===== src/rtl/uart_baud_gen_frac.sv =====
// Fractional-N UART baud generator: oversample tick at Fclk/(Divisor + Frac/2^FRAC_W),
// with bit and mid-bit ticks derived from an oversample phase counter.
module uart_baud_gen_frac #(
  parameter int unsigned DIV_W      = 16,
  parameter int unsigned FRAC_W     = 4,
  parameter int unsigned OVS        = 16,
  parameter int unsigned RESET_DIV  = 27,
  parameter int unsigned RESET_FRAC = 0
) (
  input  logic                    Clk,
  input  logic                    Rst,
  input  logic                    En,
  input  logic                    Load,
  input  logic [DIV_W-1:0]        Divisor,
  input  logic [FRAC_W-1:0]       Frac,
  input  logic                    RxSync,
  output logic                    OvsTick,
  output logic                    BitTick,
  output logic                    MidTick,
  output logic [$clog2(OVS)-1:0]  Phase
);

  localparam int unsigned PH_W = $clog2(OVS);
  localparam logic [PH_W-1:0]  PH_LAST = PH_W'(OVS - 1);
  localparam logic [PH_W-1:0]  PH_MID  = PH_W'(OVS / 2 - 1);
  localparam logic [DIV_W:0]   CNT_ONE = (DIV_W + 1)'(1);

  typedef enum logic [2:0] {
    ACT_LOAD,
    ACT_SYNC,
    ACT_HOLD,
    ACT_COUNT,
    ACT_TICK
  } act_e;

  logic [DIV_W-1:0]  div_q, div_d;
  logic [FRAC_W-1:0] frac_q, frac_d;
  logic [FRAC_W-1:0] acc, acc_d;
  logic              carry_q, carry_d;
  logic [DIV_W:0]    cnt, cnt_d;
  logic [PH_W-1:0]   phase_d;
  logic              ovs_d, bit_d, mid_d;

  logic [DIV_W-1:0]  div_eff;
  logic [DIV_W:0]    period;
  logic [FRAC_W:0]   frac_sum;
  act_e              act;

  // Period is one bit wider than the divisor so all-ones plus carry cannot wrap.
  assign div_eff  = (div_q == '0) ? DIV_W'(1) : div_q;
  assign period   = {1'b0, div_eff} + {{DIV_W{1'b0}}, carry_q};
  assign frac_sum = {1'b0, acc} + {1'b0, frac_q};

  always_comb begin
    act = ACT_HOLD;
    if (Load)               act = ACT_LOAD;
    else if (RxSync)        act = ACT_SYNC;
    else if (!En)           act = ACT_HOLD;
    else if (cnt == period) act = ACT_TICK;
    else                    act = ACT_COUNT;
  end

  always_comb begin
    div_d   = div_q;
    frac_d  = frac_q;
    acc_d   = acc;
    carry_d = carry_q;
    cnt_d   = cnt;
    phase_d = Phase;
    ovs_d   = 1'b0;
    bit_d   = 1'b0;
    mid_d   = 1'b0;
    unique case (act)
      ACT_LOAD: begin
        div_d   = Divisor;
        frac_d  = Frac;
        acc_d   = '0;
        carry_d = 1'b0;
        cnt_d   = CNT_ONE;
        phase_d = '0;
      end
      ACT_SYNC: begin
        cnt_d   = CNT_ONE;
        phase_d = '0;
      end
      ACT_COUNT: begin
        cnt_d = cnt + CNT_ONE;
      end
      ACT_TICK: begin
        // Carry lengthens the period starting now, not the one just finished.
        cnt_d   = CNT_ONE;
        acc_d   = frac_sum[FRAC_W-1:0];
        carry_d = frac_sum[FRAC_W];
        phase_d = (Phase == PH_LAST) ? '0 : Phase + PH_W'(1);
        ovs_d   = 1'b1;
        bit_d   = (Phase == PH_LAST);
        mid_d   = (Phase == PH_MID);
      end
      default: ;
    endcase
  end

  always_ff @(posedge Clk or posedge Rst) begin
    if (Rst) begin
      div_q   <= DIV_W'(RESET_DIV);
      frac_q  <= FRAC_W'(RESET_FRAC);
      acc     <= '0;
      carry_q <= 1'b0;
      cnt     <= CNT_ONE;
      Phase   <= '0;
      OvsTick <= 1'b0;
      BitTick <= 1'b0;
      MidTick <= 1'b0;
    end else begin
      div_q   <= div_d;
      frac_q  <= frac_d;
      acc     <= acc_d;
      carry_q <= carry_d;
      cnt     <= cnt_d;
      Phase   <= phase_d;
      OvsTick <= ovs_d;
      BitTick <= bit_d;
      MidTick <= mid_d;
    end
  end

endmodule


===== config.mk =====
export PLATFORM = sky130hd
export DESIGN_NAME = uart_baud_gen_frac
export DESIGN_NICKNAME = d
export VERILOG_FILES = /design/src/rtl/uart_baud_gen_frac.sv
export SDC_FILE = /design/constraint.sdc
export NUM_CORES = 1
export LEC_CHECK = 0
export CELL_PAD_IN_SITES_DETAIL_PLACEMENT = 2
export CELL_PAD_IN_SITES_GLOBAL_PLACEMENT = 2
export CORE_UTILIZATION = 36
export DETAILED_ROUTE_END_ITERATION = 10
export MAX_ROUTING_LAYER = met4
export PLACE_DENSITY_LB_ADDON = 0.1
export SYNTH_ARGS = -nofsm -noshare
export SYNTH_HDL_FRONTEND = slang
export SYNTH_SLANG_ARGS = --single-unit

===== constraint.sdc =====
create_clock -name Clk -period 4.6 [get_ports Clk]
set_input_delay 0.92 -clock Clk [delete_from_list [all_inputs] [get_ports Clk]]
set_output_delay 0.92 -clock Clk [all_outputs]
set_load 0.005 [all_outputs]

==> run_results.csv <==
group,metric,value,unit
run_status,status,"completed",
yosys,synth_xor_area_share,5.80,%
sta,hold_violations,0,
final_layout,final_cells,468,
cts,cts_setup_buffers,0,
detailed_routing,drt_wl_total,9390,um
setup_path,cp-end-kind,"register",
job,maxCapViolations,0,
setup_path,crit_path_start,"div_q[11]",
yosys,syn_area,3170,um^2
hold_path,hp-class,"reg2reg",
die,die_w,95.8,um
global_routing,grtUsageTotal,23.6,%
sta,timing.fmax,0.247,GHz
cts,clkTransAtPathRegs,110,ps
cts,ctsRootBufferMaster,"clkbuf_8",
setup_path,cp.required,4850,ps
sta,tightest_slew,1110,ps
yosys,synth_top_family_by_area,"simple AND/OR/NAND/NOR gates",
detailed_routing,vias,2781,
die,die-area,9190,um^2
sta,final.min_clock_period,4040,ps
final_layout,area_growth,15.1,%
yosys,synthCells,341,
yosys,ys_ff_latch,49,
sta,setup_viol_count_final,0,
setup_path,cp-start-kind,"register",
pwr,power.density,245,nW/um^2
yosys,synthDistinctLibCells,60,
detailed_routing,ant_nets,0,
global_routing,first_global_vias,3083,
final_layout,register_area,1230,um^2
sta,rsz0062_at_grt,"no",
global_routing,overflow,0,
final_layout,nets,396,
yosys,yosys.area_share.simple,22.1,%
sta,maxSlewViolCount,0,
die,rows,33,
placement,gp_congestion,0.858,
sta,setup_tns,0,ps
yosys,synth_compound_area_share,18.2,%
placement,place.port_buffers,31,
sta,whs,526,ps
yosys,muxShareOfSynthArea,6.71,%
final_layout,drive_above_1_share,13.5,%
global_routing,grt_max_degree,34,
final_layout,fill_cells,922,
die,initial_core_util,37.8,%
placement,place_hpwl,6870,um
cts,clk_latency,320,ps
yosys,yosysWarnings,0,
cts,cts_tree,"built",
pwr,ir_drop,132,uV
cts,cts-hold-fix-buffers,0,
detailed_routing,wl_per_cell,20.1,um
cts,cts.sinks,49,
setup_path,r2r-start,"div_q[11]",
detailed_routing,viasPerCell,5.94,
final_layout,diodes,0,
yosys,synth_nets,375,
setup_path,critPathMaxFanout,16,
yosys,synth_ff_type,"dfrtp_1",
global_routing,grt_pass1_wl,16000,um
detailed_routing,drc,0,
global_routing,antenna_found_initial,0,
placement,place_inst,460,
final_layout,multi_input_area,1800,um^2
sta,fin_ws,558,ps
yosys,synth_enable_flop_cells,0,
sta,fin_worst_skew,20.5,ps
yosys,synthAdderAreaFrac,4.10,%
detailed_routing,drtIter0Drc,105,
cts,ctsHtreeMaxLevel,2,
yosys,postSynthAreaPerCell,9.30,um^2
sta,fin_crit_sh,87.9,%
placement,dp_slack,594,ps
placement,post_dp_cell_area,3560,um^2
setup_path,r2r_setup_slack,560,ps
pwr,p_total,0.896,mW
detailed_routing,firstDrtPassIters,4,
yosys,seq_area_frac_synth,38.9,%
setup_path,path_class,"reg2reg",
hold_path,hold_start,"frac_q[3]",
sta,slew_headroom,25.5,%
yosys,synthArstFlopShare,100,%
final_layout,final_util,43.5,%
die,dieHeight,95.8,um
cts,cts_buffer_depth,2,
die,core_area,8380,um^2
die,ios,32,
pwr,p_leak,1.41,nW
setup_path,critPathArrivalTime,4290,ps
cts,cts_inserted_buffers,5,
cts,cts.repair.resized,0,
final_layout,postLayoutCellArea,3650,um^2
## layout by cell type, fill, tap and decap left out, types with 2 or more instances in the layout
master,n
nand3_1,11
clkbuf_8,6
a21o_1,2
ha_1,8
a21oi_1,18
clkbuf_1,2
nand4_1,7
dfstp_2,5
a211o_1,2
nor2b_1,6
and2_1,8
o211ai_1,9
clkdlybuf4s50_1,31
or3_4,2
and3_1,6
buf_4,6
o31ai_1,3
and4_1,2
nor3b_1,2
nor4_1,9
xor2_1,10
nor3_1,16
o2111ai_1,2
mux2_2,18
nor2_1,11
or2_2,3
xnor2_1,11
a311oi_1,2
o211a_1,3
a31oi_1,6
a41oi_1,2
o21ai_0,11
inv_1,8
nand4_2,2
dfrtp_1,44
nand2_1,34
o22ai_1,11
## worst paths after layout
kind                             end  cells past startpoint
hold reg to reg            frac_q[3]                      1
setup / recovery             cnt[12]                     12
min in group asynchronous  frac_q[1]                      2
setup reg to reg             cnt[12]                     12
hold / removal             frac_q[3]                      1
max in group asynchronous   div_q[3]                      3
## layer usage
| metal | up-vias | GRT usage, % | wire length (um) |
|---|---|---|---|
| met5 | - | - | 0 |
| met1 | 1446 | 29.1 | 4340 |
| met2 | 27 | 41.6 | 4760 |
| li1 | 1302 | - | - |
| met3 | 6 | 2.84 | 204 |
| met4 | 0 | 4.85 | 82 |
## critical path, stage by stage, from the launching register on
cell,delay (ps)
dfrtp_1,440
nor3_1,330
a41o_1,220
ha_1,190
ha_1,280
nand4_1,190
or4_4,480
xnor2_1,150
o211a_1,250
nor2_1,860
buf_4,320
o21ai_0,100
a31oi_1,180
## cell type report
| class | count | share of cell area (%) |
|---|---|---|
| tap | 105 | 3.60 |
| timing repair buffer | 37 | 9.74 |
| sequential | 49 | 33.8 |
| inverter | 10 | 1.03 |
| multi-input combinational | 259 | 49.4 |
| clock buffer | 8 | 2.47 |
## registers in the layout, summed over array words and instances (netlist names)
name and cells:
OvsTick 1, MidTick 1, Phase 4, BitTick 1
frac_q 4, acc 4, div_q 16, carry_q 1
cnt 17
## cells in the mapped netlist (3+ instances only)
cell      instances  area [um^2]
mux2_2           18          203
ha_1              8          100
buf_2             3         15.0
o31ai_1           3         22.5
or2_2             3         18.8
dfrtp_1          44         1100
xnor2_1          11         96.3
nor3_1           16         80.1
nand3_1          11         55.1
o21ai_0          11         55.1
clkbuf_1         15         56.3
nand4_1           7         43.8
nand2_1          34          128
buf_1             3         11.3
o211a_1           3         30.0
o22ai_1          11         68.8
a31oi_1           6         37.5
nor2_1           11         41.3
inv_1             9         33.8
dfstp_2           5          131
nor4_1            9         56.3
a21oi_1          18         90.1
xor2_1           10         87.6
nor2b_1           6         37.5
and2_1            8         50.1
and3_1            6         37.5
o211ai_1          9         67.6
## logic make-up after synthesis
| group | count (synthesis) |
|---|---|
| AOI/OAI and AO/OA | 83 |
| muxes | 19 |
| adders and majority gates | 10 |
| DFF | 49 |
| and+or+nand+nor | 126 |
| xor gates and xnor gates | 21 |
| buffers and inverters | 33 |
## report_power, final
group	leakage (nW)	switching [mW]	internal [mW]
Clock	0.0455	0.151	0.123
Sequential	0.632	0.0291	0.452
Combinational	0.736	0.0747	0.0652
No activity file was read; power rests on OpenSTA's default activity.
